`src/rtl/awg_cmd_decoder.sv`:
```
// awg_cmd_decoder: framed UART command decoder driving per-channel AWG registers.
// Define AWG_SHADOW_LOAD_EN for shadow registers with a masked commit (reg_id 4).
module awg_cmd_decoder #(
    parameter int unsigned NUM_CH      = 2,
    parameter int unsigned FREQ_W      = 16,
    parameter int unsigned AMP_W       = 10,
    parameter int unsigned OFF_W       = 10,
    parameter logic [7:0]  SYNC_BYTE   = 8'hA5,
    parameter int unsigned TIMEOUT_CYC = 1000
) (
    input  logic                       clk,
    input  logic                       rst,
    input  logic [7:0]                 uart_data,
    input  logic                       data_valid,
    output logic [2*NUM_CH-1:0]        waveform_type,
    output logic [FREQ_W*NUM_CH-1:0]   frequency,
    output logic [AMP_W*NUM_CH-1:0]    amplitude,
    output logic [OFF_W*NUM_CH-1:0]    dc_offset,
    output logic [NUM_CH-1:0]          cfg_update,
    output logic                       pkt_err
);

    localparam int unsigned CNT_W = $clog2(TIMEOUT_CYC + 1);
    localparam logic [CNT_W-1:0] CNT_LAST = CNT_W'(TIMEOUT_CYC - 1);
    localparam logic [FREQ_W-1:0] FREQ_RST = FREQ_W'(1);
    localparam logic [OFF_W-1:0] OFF_RST = {1'b1, {(OFF_W-1){1'b0}}};

    typedef enum logic [2:0] {
        S_IDLE,
        S_HDR,
        S_D0,
        S_D1,
        S_CHK
    } state_t;

    state_t           state;
    logic [CNT_W-1:0] tmo_cnt;
    logic [7:0]       hdr;
    logic [7:0]       d0;
    logic [7:0]       d1;

    logic [1:0]        wave_q [NUM_CH];
    logic [FREQ_W-1:0] freq_q [NUM_CH];
    logic [AMP_W-1:0]  amp_q  [NUM_CH];
    logic [OFF_W-1:0]  off_q  [NUM_CH];

`ifdef AWG_SHADOW_LOAD_EN
    logic [1:0]        wave_s [NUM_CH];
    logic [FREQ_W-1:0] freq_s [NUM_CH];
    logic [AMP_W-1:0]  amp_s  [NUM_CH];
    logic [OFF_W-1:0]  off_s  [NUM_CH];
`endif

    logic [15:0]       data;
    logic [3:0]        ch;
    logic [3:0]        reg_id;
    logic              chk_ok;
    logic              ch_ok;
    logic              reg_ok;
    logic              accept;
    logic [1:0]        wave_val;
    logic [FREQ_W-1:0] freq_val;
    logic [AMP_W-1:0]  amp_val;
    logic [OFF_W-1:0]  off_val;

    // Decode of the buffered packet against the CHK byte currently on the bus.
    always_comb begin
        data     = {d1, d0};
        ch       = hdr[7:4];
        reg_id   = hdr[3:0];
        chk_ok   = (uart_data == (hdr ^ d0 ^ d1));
        ch_ok    = (32'(ch) < NUM_CH);
`ifdef AWG_SHADOW_LOAD_EN
        reg_ok   = (reg_id <= 4'd4);
`else
        reg_ok   = (reg_id <= 4'd3);
`endif
        accept   = chk_ok && ch_ok && reg_ok;
        wave_val = data[1:0];
        freq_val = data[FREQ_W-1:0];
        if (freq_val == '0) begin
            freq_val = FREQ_RST;
        end
        amp_val  = (|(data >> AMP_W)) ? '1 : data[AMP_W-1:0];
        off_val  = (|(data >> OFF_W)) ? '1 : data[OFF_W-1:0];
    end

    always_ff @(posedge clk or posedge rst) begin
        if (rst) begin
            state      <= S_IDLE;
            tmo_cnt    <= '0;
            hdr        <= '0;
            d0         <= '0;
            d1         <= '0;
            cfg_update <= '0;
            pkt_err    <= 1'b0;
            for (int k = 0; k < NUM_CH; k++) begin
                wave_q[k] <= '0;
                freq_q[k] <= FREQ_RST;
                amp_q[k]  <= '1;
                off_q[k]  <= OFF_RST;
`ifdef AWG_SHADOW_LOAD_EN
                wave_s[k] <= '0;
                freq_s[k] <= FREQ_RST;
                amp_s[k]  <= '1;
                off_s[k]  <= OFF_RST;
`endif
            end
        end else begin
            cfg_update <= '0;
            pkt_err    <= 1'b0;
            if (state == S_IDLE) begin
                tmo_cnt <= '0;
                if (data_valid && uart_data == SYNC_BYTE) begin
                    state <= S_HDR;
                end
            end else if (data_valid) begin
                tmo_cnt <= '0;
                unique case (state)
                    S_HDR: begin
                        hdr   <= uart_data;
                        state <= S_D0;
                    end
                    S_D0: begin
                        d0    <= uart_data;
                        state <= S_D1;
                    end
                    S_D1: begin
                        d1    <= uart_data;
                        state <= S_CHK;
                    end
                    S_CHK: begin
                        state <= S_IDLE;
                        if (!accept) begin
                            pkt_err <= 1'b1;
`ifdef AWG_SHADOW_LOAD_EN
                        end else if (reg_id == 4'd4) begin
                            cfg_update <= data[NUM_CH-1:0];
                            for (int k = 0; k < NUM_CH; k++) begin
                                if (data[k]) begin
                                    wave_q[k] <= wave_s[k];
                                    freq_q[k] <= freq_s[k];
                                    amp_q[k]  <= amp_s[k];
                                    off_q[k]  <= off_s[k];
                                end
                            end
                        end else begin
                            for (int k = 0; k < NUM_CH; k++) begin
                                if (ch == 4'(k)) begin
                                    case (reg_id)
                                        4'd0: wave_s[k] <= wave_val;
                                        4'd1: freq_s[k] <= freq_val;
                                        4'd2: amp_s[k]  <= amp_val;
                                        4'd3: off_s[k]  <= off_val;
                                        default: ;
                                    endcase
                                end
                            end
`else
                        end else begin
                            for (int k = 0; k < NUM_CH; k++) begin
                                if (ch == 4'(k)) begin
                                    cfg_update[k] <= 1'b1;
                                    case (reg_id)
                                        4'd0: wave_q[k] <= wave_val;
                                        4'd1: freq_q[k] <= freq_val;
                                        4'd2: amp_q[k]  <= amp_val;
                                        4'd3: off_q[k]  <= off_val;
                                        default: ;
                                    endcase
                                end
                            end
`endif
                        end
                    end
                    default: state <= S_IDLE;
                endcase
            end else if (tmo_cnt == CNT_LAST) begin
                // A byte arriving on the expiry cycle takes the branch above instead.
                state   <= S_IDLE;
                tmo_cnt <= '0;
                pkt_err <= 1'b1;
            end else begin
                tmo_cnt <= tmo_cnt + 1'b1;
            end
        end
    end

    for (genvar k = 0; k < NUM_CH; k++) begin : g_out
        assign waveform_type[2*k +: 2]  = wave_q[k];
        assign frequency[FREQ_W*k +: FREQ_W] = freq_q[k];
        assign amplitude[AMP_W*k +: AMP_W]   = amp_q[k];
        assign dc_offset[OFF_W*k +: OFF_W]   = off_q[k];
    end

endmodule

```
`config.mk`:
```
export PLATFORM = sky130hd
export DESIGN_NAME = awg_cmd_decoder
export DESIGN_NICKNAME = d
export VERILOG_FILES = /design/src/rtl/awg_cmd_decoder.sv
export SDC_FILE = /design/constraint.sdc
export NUM_CORES = 1
export LEC_CHECK = 0
export CAP_MARGIN = 25
export CORE_UTILIZATION = 48
export DETAILED_ROUTE_END_ITERATION = 8
export GPL_ROUTABILITY_DRIVEN = 0
export PLACE_DENSITY = 0.74
export SETUP_SLACK_MARGIN = 0.02
export SKIP_CTS_REPAIR_TIMING = 1
export SYNTH_ARGS = -nofsm -noshare
export SYNTH_HDL_FRONTEND = slang
export SYNTH_SLANG_ARGS = --single-unit
```
`constraint.sdc`:
```
create_clock -name clk -period 3.44 [get_ports clk]
set_input_delay 0.688 -clock clk [delete_from_list [all_inputs] [get_ports clk]]
set_output_delay 0.688 -clock clk [all_outputs]
set_load 0.005 [all_outputs]
```
==> metrics.md <==
| Metric | Value |
|---|---|
| Status | completed |
| Prevailing post-synth register cell | dfrtp_1 |
| Global-route wire length before repair | 17.6 mm |
| # clock sinks | 116 |
| Synth unique cells | 40 |
| Drt pass-1 iters | 4 |
| Post-Synth XOR/XNOR Area | 0.0531 |
| Critical path class | in -> reg |
| IO buf count | 89 |
| Maximum Capacitance Violations | 0 |
| Die ar. | 11,000 um2 |
| Post-synth top area cell | dfrtp_1 |
| Met3 Usage GRT | 0.0512 |
| Post-synth EDFFs | 0 |
| DIE WIDTH | 105 um |
| Worst r2r src | d1[0]$_DFFE_PP0P_ |
| Area occupied by multi-input gates | 2090 um2 |
| Overall global routing resource usage | 0.213 |
| VDD IR max | 0.260 mV |
| Share of cells above drive strength 1 | 0.396 |
| Final count of pins violating max slew | 0 |
| Synth area leaders | dfrtp_1 45%, mux2_2 17%, dfstp_2 12%, mux2_4 5.9%, xnor2_1 2.8% |
| Fmax | 387 MHz |
| Hold Vio Cnt, Final | 0 |
| HPWL Detailed | 7.38 mm |
| Via count | 3,229 |
| Antenna viol nets, final | 0 |
| Ys Warns | 0 |
| Via density | 5.33 |
| Syn Nets | 358 |
| Sequential cell area | 2930 um2 |
| Final worst path period share | 0.751 |
| GRT Residual Overflow | 0 |
| GRT Max-Usage Layer | met2 |
| Post-synthesis compound-gate area fraction | 0.0125 |
| CP Data Arrival Time | 2980 ps |
| Starting Density | 0.493 |
| Adder-Cell Fraction of Synth Area | 0.00246 |
| Simple-Gate Fraction of Synth Area | 0.109 |
| Clock transition at path regs | 60 ps |
| Met2 GRT Util | 0.356 |
| DRC viols | 0 |
| Vias in the first global route | 3,311 |
| Worst skew pair latency | 520 ps |
| Final setup violation count | 0 |
| Synth Instances | 346 |
| Final cell count without fillers | 606 |
| Drt initial violations | 153 |
| Mux share of post-synthesis cell area | 0.234 |
| Flop pwr share | 0.402 |
| Core Rows | 37 |
| Power Density | 643 nW/um2 |
| Hold Crit Class | reg -> reg |
| FFs w/ async S/R, synth | 1.00 |
| Gate power share | 0.222 |
| RSZ-0062 raised after global routing | false |
| Post-DR wirelength/cell | 17.7 um |
| Switching share of power | 0.330 |
| Avg Cell Area, Syn | 14.7 um2 |
| Clk root buf | clkbuf_8 |
| Minimum clock period | 2580 ps |
| Headroom to the max-slew limit | 0.635 |
| Startpoint types | input pin |
| Met1 usage in global routing | 0.269 |
| Total Power | 4330 uW |
| Synthesized cell area | 5090 um2 |
| CTS Buf Count | 17 |
| Sequential-to-total area share from yosys stat | 0.576 |
| Internal | 2900 uW |
| Net Switching | 1430 uW |
| Antenna violations before repair | 0 |
| HP Start | tmo_cnt[0]$_DFF_PP0_ |
| Largest net degree at the start of global routing | 64 |
| Fin nets | 469 |
| # H-tree levels | 4 |
| CP Launch Point | uart_data[6] |
| Die Y-Extent | 105 um |
| I/O pins | 90 |
| Most common cell after layout, fill and taps aside | dfrtp_1 |
| Core area | 10,300 um2 |
| Synth top area share | 0.452 |
| Clock Path Buffers | 2 |
| Element type at the critical path end | register |
| P_leak | 0.00300 uW |
| Filler cell count | 761 |
| Post-route setup TNS | 0 ps |
| Max FO, Critical Path | 10 |
| Clock tree from TritonCTS | built |
| Hold Slack | 463 ps |
| Clock share of power | 0.376 |
| WP data required | 3830 ps |
| Final Skew | 17.4 ps |
| # diodes | 0 |
| # placed instances | 574 |
| Synthesis-to-finish area growth | 32.3% |
| Slew @ Worst Pin | 546 ps |
| Largest family of logic cells by synthesized area | multiplexers |
| Commonest non-fill, non-tap cells in the layout | 92 x dfrtp_1, 89 x clkdlybuf4s50_1, 79 x mux2_2 |
| #FFs+latches synth | 116 |
| Post-Route WL | 10.7 mm |
==> worst max-delay path, cell delays in order <==
cell and delay [ps]:
clkdlybuf4s50_1 500, xnor3_1 390, and4_1 350, nand3_1 180, nor3_4 460, mux2_2 400
==> per-stage QoR <==
step	worst slack, ps	area, um2	utilization
final	856	6740	0.653
after global placement	402	6180	0.599
after CTS	864	6740	0.653
after floorplan	1060	5100	-
after global routing	721	6740	0.653
after detailed placement	309	6180	0.599
==> synthesized netlist by cell type, drive strengths merged, types with 2 or more instances <==
cell type and number:
a21oi 2, nor3 14, or2 10, clkbuf 3, o21ai 6, inv 3
nor4bb 2, nor4b 2, nor4 4, xnor3 2, mux2 99, and2 3
nand2 9, buf 3, dfstp 24, nor2b 2, xor2 6, nand4 2
xnor2 18, nand3 11, nor2 12, and3 5, dfrtp 92, or3 3
==> power by group through the flow <==
stage	clock network [uW]	registers [uW]	logic, uW
4_1_cts	1650	1740	967
3_5_place_dp	0	1760	952
6_report	1630	1740	963
3_3_place_gp	0	1760	930
2_1_floorplan	0	1660	793
5_1_grt	1720	1770	1040
==> registers in the layout, indices dropped and copies added, names as in the netlist <==
register / count
dc_offset: 20
state: 3
tmo_cnt: 10
frequency: 32
pkt_err: 1
waveform_type: 4
d1: 8
d0: 8
hdr: 8
cfg_update: 2
amplitude: 20
==> layout make-up <==
type	instances	area share
Sequential cell	116	0.435
Timing Repair Buffer	98	0.144
Multi-Input combinational cell	221	0.310
Tap cell	136	0.0253
Clock buffer	18	0.0635
Inverter	3	0.00223
Clock inverter	14	0.0193
==> final timing paths <==
kind	end	slack, ps	depth (start not counted)
hold reg to reg	tmo_cnt[0]$_DFF_PP0_	460	1
max in group asynchronous	amplitude[13]$_DFFE_PP1P_	2060	3
hold / removal	tmo_cnt[0]$_DFF_PP0_	460	1
setup / recovery	dc_offset[3]$_DFFE_PP0P_	860	6
min in group asynchronous	frequency[9]$_DFFE_PP0P_	580	2
setup reg to reg	dc_offset[3]$_DFFE_PP0P_	1070	5
==> kinds of logic (layout without fill, tap and decap cells) <==
group	count (synthesis)	in the layout
flip-flops	116	116
multiplexers	99	99
AO/OA/AOI/OAI	11	11
adder cells (fa/ha/maj)	1	1
XOR/XNOR	26	26
AND/OR/NAND/NOR	84	84
buffers and inverters	9	133
==> metal layers <==
| metal | wire length (um) | vias to the layer above | part of all wire |
|---|---|---|---|
| li1 | - | 1470 | - |
| met1 | 4780 | 1652 | 0.44 |
| met2 | 5440 | 95 | 0.51 |
| met3 | 421 | 12 | 0.039 |
| met4 | 105 | 0 | 0.0098 |
| met5 | 0 | - | 0 |
Power figures use the tool's default switching activity.
==> edit 1: new RTL, config.mk and constraints unchanged <==
Change the parameter `TIMEOUT_CYC` from 1000 to 2000.
--- a/src/rtl/awg_cmd_decoder.sv
+++ b/src/rtl/awg_cmd_decoder.sv
@@ -7,5 +7,5 @@
     parameter int unsigned OFF_W       = 10,
     parameter logic [7:0]  SYNC_BYTE   = 8'hA5,
-    parameter int unsigned TIMEOUT_CYC = 1000
+    parameter int unsigned TIMEOUT_CYC = 2000
 ) (
     input  logic                       clk,
Formal check against the unedited RTL: no difference found for any inputs over 4 cycles, from zero or initial values and one cycle with rst high; that may be too few to reach the edited logic, so the function may still have changed.
==> edit 1 against the unedited design <==
Routed wire length is 5.8% higher; power is 6.1% higher; count of clock-buffer cells in the layout stayed put; sequential cell count is 1 higher; worst setup slack worse by 0.092 ns; area after synthesis is 0.34% lower; combinational power is 2% higher; global-route usage is 1.5 points higher; design area is 1.6% higher; final cell count is 1.8% higher.
==> edit 1: results <==
metrics = {
    "synth": {
        "ys_seq_area_share_pct": 58.3,
        "synthTopCellsByArea": "dfrtp_1, mux2_2, dfstp_2",
        "synth_cell_types": 37,
    },
    "worst_hold_path": {
        "min_from": "frequency[0]",
    },
    "global_route": {
        "grt_max_degree": 92,
        "first_global_vias": 3554,
        "grt_use_total_pct": 22.8,
    },
    "sta": {
        "tightestPinTransition_ns": 0.772,
        "clock_skew_ns": 0.0113,
    },
    "worst_setup_path": {
        "startpoint": "uart_data[3]",
        "r2r_slack_ns": 0.99,
        "worstPathArrival_ns": 3.06,
        "critical-path-max-stage-delay_ns": 0.53,
        "worstReg2RegStart": "d0[3]",
    },
    "status": {
        "outcome": "finished, final reports clean",
    },
    "layout": {
        "nNetsFinal": 480,
        "fill_cells": 766,
    },
    "placed_design": {
        "dpl_cell_area_sq_um": 6220,
        "hpwl_mm": 7.60,
    },
    "route": {
        "via_per_inst": 5.28,
        "wl_per_cell_um": 18.4,
        "routed_wl_mm": 11.4,
        "first_iter_violations": 111,
    },
    "pwr": {
        "peakVddDrop_mv": 0.444,
        "p_leak_nw": 3.07,
    },
}
## edit 1: cell count changes after synthesis, sizes merged, moves of 2 or more
cell   change
xnor2      +3
nor3      -10
nand2      +5
nand3      -3
nor2       +6
xnor3      -2
a21oi      -2
xor2       +6
nor4       +8
or3        -3
mux2i      +2
o21ai      -3
## edit 1: final cells by class
cell class	instances	area [sq um]	share of cell area, %
Sequential cell	117	2960	43.2
Multi-Input combinational cell	228	2060	30.1
Timing Repair Buffer	100	1010	14.8
Clock buffer	18	428	6.25
Clock inverter	14	200	2.92
Tap cell	136	170	2.48
Inverter	4	18.8	0.274
## edit 1: cell families (layout without fill, tap and decap cells)
logic type	count (synthesis)	count (layout)	share of synthesized area, %
adder cells (fa/ha/maj)	1	1	0.247
multiplexers	100	100	22.1
AO/OA/AOI/OAI	6	6	0.740
flip-flops	117	117	58.3
AND/OR/NAND/NOR	88	88	11.7
buffers and inverters	10	136	1.06
XOR/XNOR	33	33	5.84
## edit 1: metrics by stage
step	hold slack (ns)	total power, mW	util, %	setup WS [ns]
5_1_grt	0.497	4.79	66.6	0.616
3_3_place_gp	0.457	2.72	60.5	0.323
6_report	0.469	4.60	66.6	0.764
3_5_place_dp	0.455	2.75	60.5	0.257
2_1_floorplan	0.453	2.49	-	0.927
4_1_cts	0.471	4.62	66.6	0.770
## edit 1: path summary, 6_finish.rpt
check                                endpoint  depth (start not counted)
worst min register to register   frequency[0]                          2
worst max register to register  frequency[19]                          6
max in group asynchronous       amplitude[16]                          3
min in group asynchronous               d0[2]                          2
worst min-delay path             frequency[0]                          2
worst max-delay path            frequency[19]                          7
## edit 1: where the power goes
part | leakage [nW] | switching, mW | internal (mW)
logic | 1.26 | 0.563 | 0.420
clock network | 0.298 | 0.651 | 1.20
registers | 1.51 | 0.247 | 1.52
## edit 1: worst reg2reg max path: stages, from the launching register on
cell,delay (ns)
dfrtp_1,0.48
xor2_1,0.21
xnor2_1,0.31
nand4_4,0.31
nor4_4,0.40
buf_4,0.26
mux2_2,0.36
## edit 1: routing by layer
layer	part of all wire [%]	wire (um)	up-vias	GRT usage [%]
met4	1.2	142	0	7.44
met3	4.2	472	11	6.05
met1	44	5020	1698	28.7
met2	50	5740	67	38.2
met5	0	0	-	0
li1	-	-	1484	-
==> edit 2: new RTL, same settings <==
Without the edit above. Register the output `amplitude`; this adds one clock of latency there. The other outputs are not delayed to match.
--- a/src/rtl/awg_cmd_decoder.sv
+++ b/src/rtl/awg_cmd_decoder.sv
@@ -33,4 +33,6 @@
         S_CHK
     } state_t;
+
+    logic [AMP_W*NUM_CH-1:0] amplitude_d;
 
     state_t           state;
@@ -190,8 +192,12 @@
         assign waveform_type[2*k +: 2]  = wave_q[k];
         assign frequency[FREQ_W*k +: FREQ_W] = freq_q[k];
-        assign amplitude[AMP_W*k +: AMP_W]   = amp_q[k];
+        assign amplitude_d[AMP_W*k +: AMP_W]   = amp_q[k];
         assign dc_offset[OFF_W*k +: OFF_W]   = off_q[k];
     end
 
+    always_ff @(posedge clk) begin
+        amplitude <= amplitude_d;
+    end
+
 endmodule
 
Function: changed (a bounded check fails within 10 cycles, from zero or initial values and one cycle with rst high).
==> edit 2 against the unedited design <==
Power increased by 12%; fmax down 3.4%; area after synthesis is 8.2% higher; design area is 7.4% higher; critical path type unchanged; routed wire length rose by 4.5%; count of clock-buffer cells in the layout unchanged; combinational power is 5% higher; highest routed layer unchanged; worst setup slack worse by 0.091 ns; sequential cell count rose by 20; worst hold slack got worse by 0.057 ns.
==> edit 2: results <==
metrics = {
    "status": {
        "outcome": "finished, final reports clean",
    },
    "sta": {
        "maxSlewHeadroom_pct": 58.5,
        "clock_skew_ns": 0.00823,
        "period_minus_slack_ns": 2.67,
    },
    "layout": {
        "fill_cells": 826,
        "nNetsFinal": 498,
        "drive_gt1_share_pct": 37.5,
    },
    "pwr": {
        "peakVddDrop_mv": 0.453,
    },
    "synth": {
        "syn_nets": 385,
        "synth_common_cells": "dfrtp_1, mux2_2, dfstp_2",
        "avgSynthCellArea_sq_um": 14.8,
        "synth_cell_types": 37,
        "async_flop_share_pct": 85.3,
        "synthTopCellsByArea": "dfrtp_1, mux2_2, dfstp_2",
        "ys_seq_area_share_pct": 60.5,
    },
    "clocking": {
        "root_buffer": "clkbuf_16",
        "worstSkewPairLatency_ns": 0.41,
    },
    "route": {
        "wl_met3_um": 416,
        "dr_wl_met2_mm": 5.63,
        "met1_length_mm": 5.13,
        "first_iter_violations": 130,
        "routed_wl_mm": 11.2,
        "via_per_inst": 5.18,
        "wl_per_cell_um": 17.6,
    },
    "placed_design": {
        "hpwl_mm": 7.55,
        "dp.cells": 607,
        "dpl_cell_area_sq_um": 6610,
    },
    "global_route": {
        "first_global_vias": 3469,
        "grt_max_degree": 117,
        "grt_pass1_wl_mm": 18.3,
        "grt_use_total_pct": 21.1,
    },
    "worst_setup_path": {
        "r2r_slack_ns": 1.14,
        "cp-endpoint": "frequency[4]",
        "worstReg2RegStart": "d0[0]",
        "worstPathArrival_ns": 2.97,
        "reg2reg_depth": 6,
    },
}
edit 2: final cells by class:
class                           instances  area, sq um  share of cell area [%]
Clock buffer                           18          439                    6.07
Timing Repair Buffer                  102         1000                    13.8
Clock inverter                         14          185                    2.56
Tap cell                              140          175                    2.42
Multi-Input combinational cell        223         2080                    28.7
Sequential cell                       136         3330                    46.1
Inverter                                6         26.3                   0.363
edit 2: critical path: stages:
cell and delay, ns:
clkdlybuf4s50_1 0.58, xor2_1 0.30, xnor2_2 0.17, nand4_4 0.12, or4_1 0.58, buf_4 0.22, mux2_4 0.30
edit 2: how the worst min path moves through the flow:
| stage | slack, ns | startpoint | depth (start not counted) | to |
|---|---|---|---|---|
| finish | 0.41 | amp_q[17] | 0 | amplitude[7] |
| global route | 0.41 | amp_q[2] | 0 | amplitude[12] |
| CTS | 0.40 | amp_q[2] | 0 | amplitude[12] |
| detailed placement | 0.40 | amp_q[7] | 0 | amplitude[17] |
| global placement | 0.40 | amp_q[10] | 0 | amplitude[0] |
| floorplan | 0.39 | amp_q[10] | 0 | amplitude[0] |
edit 2: power breakdown:
| group | internal, mW | switching (mW) |
|---|---|---|
| Sequential | 1.73 | 0.240 |
| Combinational | 0.461 | 0.545 |
| Clock | 1.18 | 0.712 |
edit 2: logic make-up (layout without fill, tap and decap cells):
group	Yosys count	count (layout)	synth area share, %
flops	136	136	60.5
mux	99	99	21.4
simple gates	86	86	9.92
xor+xnor	31	31	5.47
buf+inv	14	140	1.82
compound gates	6	6	0.681
fa+ha+maj	1	1	0.227
edit 2: layer usage:
metal,global-route usage (%),vias up
met1,28.4,1701
li1,-,1529
met4,6.37,0
met3,5.38,4
met5,0,-
met2,33.5,77
